[src/rtl/cpu_pkg.sv]
// Shared definitions for the accumulator CPU control path: opcode values,
// ALU function codes, accumulator source codes, FSM stage encoding and the
// decoded-instruction record used by the control unit.
package cpu_pkg;

  localparam int OPCODE_MIN_WIDTH = 5;

  localparam logic [4:0] OPC_HLT  = 5'h00;
  localparam logic [4:0] OPC_STO  = 5'h01;
  localparam logic [4:0] OPC_LD   = 5'h02;
  localparam logic [4:0] OPC_LDI  = 5'h03;
  localparam logic [4:0] OPC_ADD  = 5'h04;
  localparam logic [4:0] OPC_ADDI = 5'h05;
  localparam logic [4:0] OPC_SUB  = 5'h06;
  localparam logic [4:0] OPC_SUBI = 5'h07;
  localparam logic [4:0] OPC_BEQ  = 5'h08;
  localparam logic [4:0] OPC_BNE  = 5'h09;
  localparam logic [4:0] OPC_BGT  = 5'h0A;
  localparam logic [4:0] OPC_BGE  = 5'h0B;
  localparam logic [4:0] OPC_BLT  = 5'h0C;
  localparam logic [4:0] OPC_BLE  = 5'h0D;
  localparam logic [4:0] OPC_JMP  = 5'h0E;
  localparam logic [4:0] OPC_AND  = 5'h0F;
  localparam logic [4:0] OPC_ANDI = 5'h10;
  localparam logic [4:0] OPC_OR   = 5'h11;
  localparam logic [4:0] OPC_ORI  = 5'h12;

  localparam logic [1:0] ALU_ADD = 2'd0;
  localparam logic [1:0] ALU_SUB = 2'd1;
  localparam logic [1:0] ALU_AND = 2'd2;
  localparam logic [1:0] ALU_OR  = 2'd3;

  localparam logic [1:0] SEL_A_MEM = 2'b00;
  localparam logic [1:0] SEL_A_IMM = 2'b01;
  localparam logic [1:0] SEL_A_ALU = 2'b10;

  typedef enum logic [2:0] {
    ST_RESET    = 3'd0,
    ST_FETCH    = 3'd1,
    ST_DEC      = 3'd2,
    ST_EXEC     = 3'd3,
    ST_HALT     = 3'd4,
    ST_MEM_WAIT = 3'd5
  } stage_t;

  typedef struct packed {
    logic       isHlt;
    logic       isSto;
    logic       accWr;
    logic       statusWr;
    logic [1:0] selA;
    logic       selB;
    logic [1:0] aluOp;
  } decode_t;

endpackage

[src/rtl/control_unit_branch_eval.sv]
// Branch condition evaluator: decides whether the current opcode redirects
// the PC, given the status flags left by the previous ALU instruction.
module branch_eval
  import cpu_pkg::*;
#(
  parameter int OPCODE_WIDTH = 5
) (
  input  logic [OPCODE_WIDTH-1:0] opcode_i,
  input  logic                    flag_z_i,
  input  logic                    flag_n_i,
  output logic                    taken_o
);

  // Map each branch opcode onto its flag condition; everything else falls through
  always_comb begin
    taken_o = 1'b0;
    case (opcode_i)
      OPCODE_WIDTH'(OPC_BEQ): taken_o = flag_z_i;
      OPCODE_WIDTH'(OPC_BNE): taken_o = !flag_z_i;
      OPCODE_WIDTH'(OPC_BGT): taken_o = !flag_z_i && !flag_n_i;
      OPCODE_WIDTH'(OPC_BGE): taken_o = !flag_n_i;
      OPCODE_WIDTH'(OPC_BLT): taken_o = flag_n_i;
      OPCODE_WIDTH'(OPC_BLE): taken_o = flag_n_i || flag_z_i;
      OPCODE_WIDTH'(OPC_JMP): taken_o = 1'b1;
      default:                taken_o = 1'b0;
    endcase
  end

endmodule

[src/rtl/control_unit.sv]
// Control unit of the accumulator CPU: a FETCH/DEC/EXEC sequencer that turns
// the current opcode into datapath selects and one-cycle write strobes.
// Optional feature macro CONTROL_UNIT_MEM_WAIT_EN adds a mem_ready input and a
// MEM_WAIT stage that stalls LD/STO until data memory signals completion.
module control_unit
  import cpu_pkg::*;
#(
  parameter int OPCODE_WIDTH = 5,
  parameter int ALU_OP_WIDTH = 2
) (
  input  logic                    clock,
  input  logic                    reset,
  input  logic [OPCODE_WIDTH-1:0] op_code,
  input  logic                    flag_z,
  input  logic                    flag_n,
`ifdef CONTROL_UNIT_MEM_WAIT_EN
  input  logic                    mem_ready,
`endif
  output logic                    branch,
  output logic [1:0]              sel_a,
  output logic                    sel_b,
  output logic [ALU_OP_WIDTH-1:0] op,
  output logic                    pc_wr,
  output logic                    acc_wr,
  output logic                    status_wr,
  output logic                    data_memory_wr,
  output logic                    acc_reset,
  output logic                    pc_reset,
  output logic                    status_reset,
  output logic                    halted,
  output logic [2:0]              stage
);

  stage_t  state_q, state_d;
  decode_t dec;
  logic    taken;
  logic    decodeActive;

  branch_eval #(.OPCODE_WIDTH(OPCODE_WIDTH)) u_branch_eval (
    .opcode_i (op_code),
    .flag_z_i (flag_z),
    .flag_n_i (flag_n),
    .taken_o  (taken)
  );

`ifdef CONTROL_UNIT_MEM_WAIT_EN
  logic memOp;
  assign memOp = dec.isSto || (op_code == OPCODE_WIDTH'(OPC_LD));
`endif

  // Selects are only meaningful while an instruction is in flight
  assign decodeActive = (state_q == ST_DEC) || (state_q == ST_EXEC) ||
                        (state_q == ST_MEM_WAIT);

  // Translate the opcode into selects and which registers it commits
  always_comb begin
    dec = '0;
    case (op_code)
      OPCODE_WIDTH'(OPC_HLT):  dec.isHlt = 1'b1;
      OPCODE_WIDTH'(OPC_STO):  dec.isSto = 1'b1;
      OPCODE_WIDTH'(OPC_LD):   begin dec.accWr = 1'b1; dec.selA = SEL_A_MEM; end
      OPCODE_WIDTH'(OPC_LDI):  begin dec.accWr = 1'b1; dec.selA = SEL_A_IMM; end
      OPCODE_WIDTH'(OPC_ADD):  begin dec.accWr = 1'b1; dec.statusWr = 1'b1; dec.selA = SEL_A_ALU; dec.aluOp = ALU_ADD; end
      OPCODE_WIDTH'(OPC_ADDI): begin dec.accWr = 1'b1; dec.statusWr = 1'b1; dec.selA = SEL_A_ALU; dec.aluOp = ALU_ADD; dec.selB = 1'b1; end
      OPCODE_WIDTH'(OPC_SUB):  begin dec.accWr = 1'b1; dec.statusWr = 1'b1; dec.selA = SEL_A_ALU; dec.aluOp = ALU_SUB; end
      OPCODE_WIDTH'(OPC_SUBI): begin dec.accWr = 1'b1; dec.statusWr = 1'b1; dec.selA = SEL_A_ALU; dec.aluOp = ALU_SUB; dec.selB = 1'b1; end
      OPCODE_WIDTH'(OPC_AND):  begin dec.accWr = 1'b1; dec.statusWr = 1'b1; dec.selA = SEL_A_ALU; dec.aluOp = ALU_AND; end
      OPCODE_WIDTH'(OPC_ANDI): begin dec.accWr = 1'b1; dec.statusWr = 1'b1; dec.selA = SEL_A_ALU; dec.aluOp = ALU_AND; dec.selB = 1'b1; end
      OPCODE_WIDTH'(OPC_OR):   begin dec.accWr = 1'b1; dec.statusWr = 1'b1; dec.selA = SEL_A_ALU; dec.aluOp = ALU_OR; end
      OPCODE_WIDTH'(OPC_ORI):  begin dec.accWr = 1'b1; dec.statusWr = 1'b1; dec.selA = SEL_A_ALU; dec.aluOp = ALU_OR; dec.selB = 1'b1; end
      default:                 dec = '0;
    endcase
  end

  // State register; reset low drops straight back to RESET from any stage
  always_ff @(posedge clock or negedge reset) begin
    if (!reset) state_q <= ST_RESET;
    else        state_q <= state_d;
  end

  // Sequence FETCH -> DEC -> EXEC, parking in HALT and optionally MEM_WAIT
  always_comb begin
    state_d = state_q;
    case (state_q)
      ST_RESET: state_d = ST_FETCH;
      ST_FETCH: state_d = ST_DEC;
      ST_DEC:   state_d = ST_EXEC;
      ST_EXEC: begin
        if (dec.isHlt) state_d = ST_HALT;
`ifdef CONTROL_UNIT_MEM_WAIT_EN
        else if (memOp && !mem_ready) state_d = ST_MEM_WAIT;
`endif
        else state_d = ST_FETCH;
      end
      ST_HALT:  state_d = ST_HALT;
`ifdef CONTROL_UNIT_MEM_WAIT_EN
      ST_MEM_WAIT: state_d = mem_ready ? ST_FETCH : ST_MEM_WAIT;
`endif
      default:  state_d = ST_RESET;
    endcase
  end

  // Drive datapath selects, commit strobes and status from the current stage
  always_comb begin
    branch         = 1'b0;
    sel_a          = 2'b00;
    sel_b          = 1'b0;
    op             = '0;
    pc_wr          = 1'b0;
    acc_wr         = 1'b0;
    status_wr      = 1'b0;
    data_memory_wr = 1'b0;
    acc_reset      = 1'b0;
    pc_reset       = 1'b0;
    status_reset   = 1'b0;
    halted         = 1'b0;
    stage          = state_q;
    if (decodeActive) begin
      branch = taken;
      sel_a  = dec.selA;
      sel_b  = dec.selB;
      op     = ALU_OP_WIDTH'(dec.aluOp);
    end
    case (state_q)
      ST_RESET: begin
        acc_reset    = 1'b1;
        pc_reset     = 1'b1;
        status_reset = 1'b1;
      end
      ST_EXEC: begin
        pc_wr          = !dec.isHlt;
        acc_wr         = dec.accWr;
        status_wr      = dec.statusWr;
        data_memory_wr = dec.isSto;
`ifdef CONTROL_UNIT_MEM_WAIT_EN
        if (memOp && !mem_ready) begin
          pc_wr  = 1'b0;
          acc_wr = 1'b0;
        end
`endif
      end
      ST_HALT: halted = 1'b1;
`ifdef CONTROL_UNIT_MEM_WAIT_EN
      ST_MEM_WAIT: begin
        data_memory_wr = dec.isSto;
        if (mem_ready) begin
          pc_wr  = 1'b1;
          acc_wr = dec.accWr;
        end
      end
`endif
      default: ;
    endcase
  end

endmodule

[config.mk]
export PLATFORM = sky130hd
export DESIGN_NAME = control_unit
export DESIGN_NICKNAME = d
export VERILOG_FILES = /design/src/rtl/cpu_pkg.sv /design/src/rtl/control_unit_branch_eval.sv /design/src/rtl/control_unit.sv
export SDC_FILE = /design/constraint.sdc
export NUM_CORES = 1
export LEC_CHECK = 0
export ABC_AREA = 1
export CORE_AREA = 2 2 39 41
export DETAILED_ROUTE_END_ITERATION = 10
export DIE_AREA = 0 0 41 43
export PLACE_DENSITY = 0.82
export SLEW_MARGIN = 40
export SYNTH_ARGS = -nofsm -noshare
export SYNTH_HDL_FRONTEND = slang
export SYNTH_SLANG_ARGS = --single-unit
[constraint.sdc]
create_clock -name clock -period 1.3 [get_ports clock]
set_input_delay 0.325 -clock clock [delete_from_list [all_inputs] [get_ports clock]]
set_output_delay 0.325 -clock clock [all_outputs]
set_load 0.02 [all_outputs]
* Yosys cells after proc, flatten, opt, wreduce, memory -nomap -nowiden
Cells that the tools add are included.
Widths: inputs -> output; s select.
** Operators by class
- Eq/ne operators :: 23
- Mux-type cells :: 20
- Reductions and logical operators :: 15
** Operators by type and width (count)
- $eq 5x4->1 const B :: 8
- $eq 5x3->1 const B :: 4
- $eq 5x5->1 const B :: 3
- $pmux 3 s5 :: 1
- $mux 1 :: 13
- $eq 5x2->1 const B :: 2
- $reduce_or 10->1 :: 1
- $reduce_or 8->1 :: 1
- $pmux 1 s7 :: 1
- $eq 3x2->1 const B :: 2
- $eq 3x3->1 const B :: 2
- $pmux 2 s3 :: 1
- $reduce_or 2->1 :: 3
- $eq 5x1->1 const B :: 1
- $logic_not 5->1 :: 1
- $mux 2 :: 2
- $pmux 2 s2 :: 1
- $reduce_or 4->1 :: 1
- $eq 3x1->1 const B :: 1
- $logic_not 1->1 :: 3
- $logic_not 3->1 :: 1
- $logic_or 1x1->1 :: 3
- $mux 3 :: 1
- $logic_and 1x1->1 :: 1
** Storage, ports and cells
- Bits in registers :: 3
- Bits of input ports :: 9
- Output and inout port bits :: 17

* Logic depth before layout (Yosys ltp)
- Depth in word-level cells :: 4
- Depth in mapped cells :: 7
- Mapped depth without buffers :: 7

* Modules after synthesis
From an unflattened synthesis, not the netlist that was laid out.
** Second synthesis, totals
- Cells, all modules :: 101
- Area total of the unflattened synthesis :: 504.2 sq um
** Modules (own cells, without submodules)
- control_unit :: instances 1, cells each 80, area each 421.7 sq um, sequential area each 75.1 sq um
- branch_eval :: instances 1, cells each 21, area each 82.6 sq um, sequential area each 0.0 sq um

* Worst setup path before layout
OpenSTA, ideal clock, no wires.
- Kind :: flip-flop to output port
- Start :: reg state_q[1], in the netlist stage[1]
- End :: out data_memory_wr
- Arrival time :: 1.244 ns
- Required time :: 0.975 ns
- Setup slack :: -0.269 ns
- Stages on the path, launching flop included :: 5
- Path through :: dfrtp_1 > nand2_1 > nor2_1 > inv_1 > nor3_1
** Between the ends
- Longest elaborated chain between the ends :: 2
** Ends and longest elaborated chain
- from (decl) :: line control_unit.sv:34 : stage_t state_q, state_d;
- from (signal assigned) :: line control_unit.sv:78 : else state_q <= state_d;
- $eq 3x2->1 :: line control_unit.sv:124 : case (state_q)
- $mux 1 :: line control_unit.sv:124
- to (decl) :: line control_unit.sv:26 : output logic data_memory_wr,
No other way between the ends.

* Worst setup path in the final report
- Start :: reg state_q[1], in the netlist stage[1]
- End :: out branch
** Between the ends
- Longest elaborated chain between the ends :: 4
- Elaborated cells between the ends (all ways) :: 6
- Those cells by class :: 3 x eq/ne; 1 x mux; 2 x reduce/logical
** Ends and longest elaborated chain
- $eq 3x2->1 :: line control_unit.sv:52 : assign decodeActive = (state_q == ST_DEC) || (state_q == ST_EXEC) ||
- $logic_or 1x1->1 :: line control_unit.sv:52
- $logic_or 1x1->1 (*) :: line control_unit.sv:52
- $mux 1 (*) :: line control_unit.sv:118 : if (decodeActive) begin
- to (decl) :: line control_unit.sv:19 : output logic branch,
Every way passes the cells marked *; elsewhere a longest branch is shown, timed or not.

==> out/results.ini <==
[outcome]
status=finished, violations left
violations=negative setup slack

[floorplanning]
io_pins=26
die_width_um=41
die_h_um=43
num_rows=14
start_util=0.346
core_area_um2=1380
dieArea_um2=1760

[global_route]
grt_use_total=0.230
grt_overflow=0
grt_first_pass_wirelength_um=2830
grt_max_degree=7
antenna_found_initial=0
grt_pass1_vias=753

[finish]
antennaDiodeCount=0
largest_register_ffs=3
syn_to_final_growth_pct=143
drive_above_1_share=0.662
layout_commonest_cell=buf_4
layout.nets=158
layout_common_cells=buf_4 (24), nand2_1 (23), buf_6 (19), nor2_4 (13), inv_2 (10)

[synth]
synthTopCellsByArea=nand2_1 (22%), nor2_1 (20%), dfrtp_1 (16%)
yosys.area.top_type=nand2_1
muxShareOfSynthArea=0
synth.top_cell.area_share=0.219
synth-simple-area-share=0.582
synthesis.nets=107
yosys_warnings=0
seq_area_frac_synth=0.157
synth_xor_xnor_area_share=0
netlist_area_um2=479
synth_top_family_by_area=simple AND/OR/NAND/NOR gates
synthDistinctLibCells=13
syn-instance-count=98
synth_compound_area_frac=0.0966
synthAdderAreaFrac=0
avgSynthCellArea_um2=4.89
synth-seq-cells=3

[cts]
numCtsBuffers=3
path_clk_slew_ns=0.04
cts-hold-fix-buffers=0
cts-root-buf=clkbuf_4
insertion_delay_ns=0.24
cts_tree=done
h-tree-depth=1
cts_buffer_depth=2
numClockSinks=3

[critical_path]
cp_num_cells=7
crit_type=flip-flop to output port
path_max_fanout=4
cp_slowest_cell=dfrtp_2
r2r_end=stage[2]
worstPathArrival_ns=1.30
cp.required_ns=0.98
endpoint=branch
end_kind=output port
crit_chain=inv_2 > nor2_4 > a21oi_4 > inv_2 > nand2_2 > nor2_4 > buf_6
cp-startpoint=stage[1]
rr_worst_depth=5
path_delay_family=flip-flops
cp-start-kind=flip-flop
reg2reg_from=stage[2]
crit_path_max_incr_delay_ns=0.44
r2r_slack_ns=0.15
path_buf_inv=3

[power_and_ir_drop]
p_clk_frac=0.110
comb_power_share=0.775
p_seq_frac=0.115
powerDensity_nw_per_um2=1360
p_leak_nw=0.566
p_sw_frac=0.485
switchingPower_mw=0.766
peakVddDrop_uv=1010
power.internal_mw=0.812
fin_total_pwr_mw=1.58

[timing]
tns_ns=-4.12
worst_clock_skew_ns=0.00429
tightest_slew_ns=0.243
relSlewSlack=0.838
setup_viol=16
slew_violations=0
rsz0062_at_grt=yes
fin_crit_ns=1.63
clock.fmax_ghz=0.614
hold_viol_final=0
timing.final.crit_share=1.25
fin_ws_ns=-0.328

[route]
drt-initial-drc-count=6
first_pass_iters=4
routedWlPerCell_um=12.5
vias=820
ant_nets=0
routed_wl_um=2050
vias_per_cell=5.00
drc=0

[flow_run]
cap_viol_max_count=0

[placement]
dpl_worst_slack_ns=-1.22
gp_congestion=0.929
numPortBuffers=25
dp.final_hpwl_um=1300

[hold_path]
min_path_type=primary input to async pin

==> power groups by stage <==
stage | combinational, mW | clock [mW] | sequential, mW
3_5_place_dp | 0.962 | 0 | 0.163
3_3_place_gp | 0.949 | 0 | 0.159
5_1_grt | 1.32 | 0.183 | 0.186
6_report | 1.22 | 0.173 | 0.182
2_1_floorplan | 0.492 | 0 | 0.207
4_1_cts | 1.06 | 0.177 | 0.172
==> final cells by class <==
| type | instances | area (µm²) |
|---|---|---|
| sequential | 3 | 78.8 |
| timing repair buffer | 48 | 434 |
| fill | 84 | 220 |
| clock buffer | 4 | 26.3 |
| inverter | 17 | 63.8 |
| multi-input combinational | 76 | 541 |
| tap | 16 | 20.0 |
==> kinds of logic (layout without fill, tap and decap cells) <==
family          after synthesis  after routing
compound gates                9              9
flops                         3              3
simple gates                 67             67
buf+inv                      19             69
==> metal layers <==
layer  share of wire  track usage  vias up
met5               0            0        -
met1            0.41        0.250      394
met4               0       0.0400        0
met3           0.038       0.0785        0
li1                -            -      401
met2            0.55        0.406       25
==> cells in the mapped netlist <==
cell / count
inv_1: 17
o21ai_0: 3
nand3_1: 8
nand3_2: 1
nand2_1: 28
nor2_2: 3
buf_4: 2
nor2_1: 25
nand2_2: 1
o22ai_1: 1
dfrtp_1: 3
a21oi_1: 5
nor3_1: 1
==> stage by stage <==
stage	hold WS, ns	util	area, µm²	cells
global route	0.281	0.841	1160	164
floorplan	0.0294	-	562	98
finish	0.269	0.841	1160	164
detailed placement	0.518	0.688	952	156
global placement	0.516	0.688	952	156
CTS	0.263	0.749	1040	161
==> worst reg2reg max path: cells and delay by family (launching register included) <==
family / cells / cell delay, ns
buffers and inverters: 4 / 0.44
flip-flops: 1 / 0.43
AO/OA/AOI/OAI: 1 / 0.19
==> worst min-delay path by stage <==
stage / start / endpoint / slack, ns / cells past startpoint
detailed placement: reset / stage[2] / 0.52 / 1
global route: reset / stage[1] / 0.28 / 1
finish: reset / stage[1] / 0.27 / 1
floorplan: reset / stage[0] / 0.03 / 0
global placement: reset / stage[1] / 0.52 / 1
CTS: reset / stage[1] / 0.26 / 1
==> what timing repair did <==
| action | 4_1_cts | 5_1_grt |
|---|---|---|
| resized for setup | 145 | 31 |
| buffers inserted | 1 | 3 |
| setup endpoints to repair | 19 | 16 |
| pin swaps | 10 | 15 |
(Power assumes the default switching activity.)
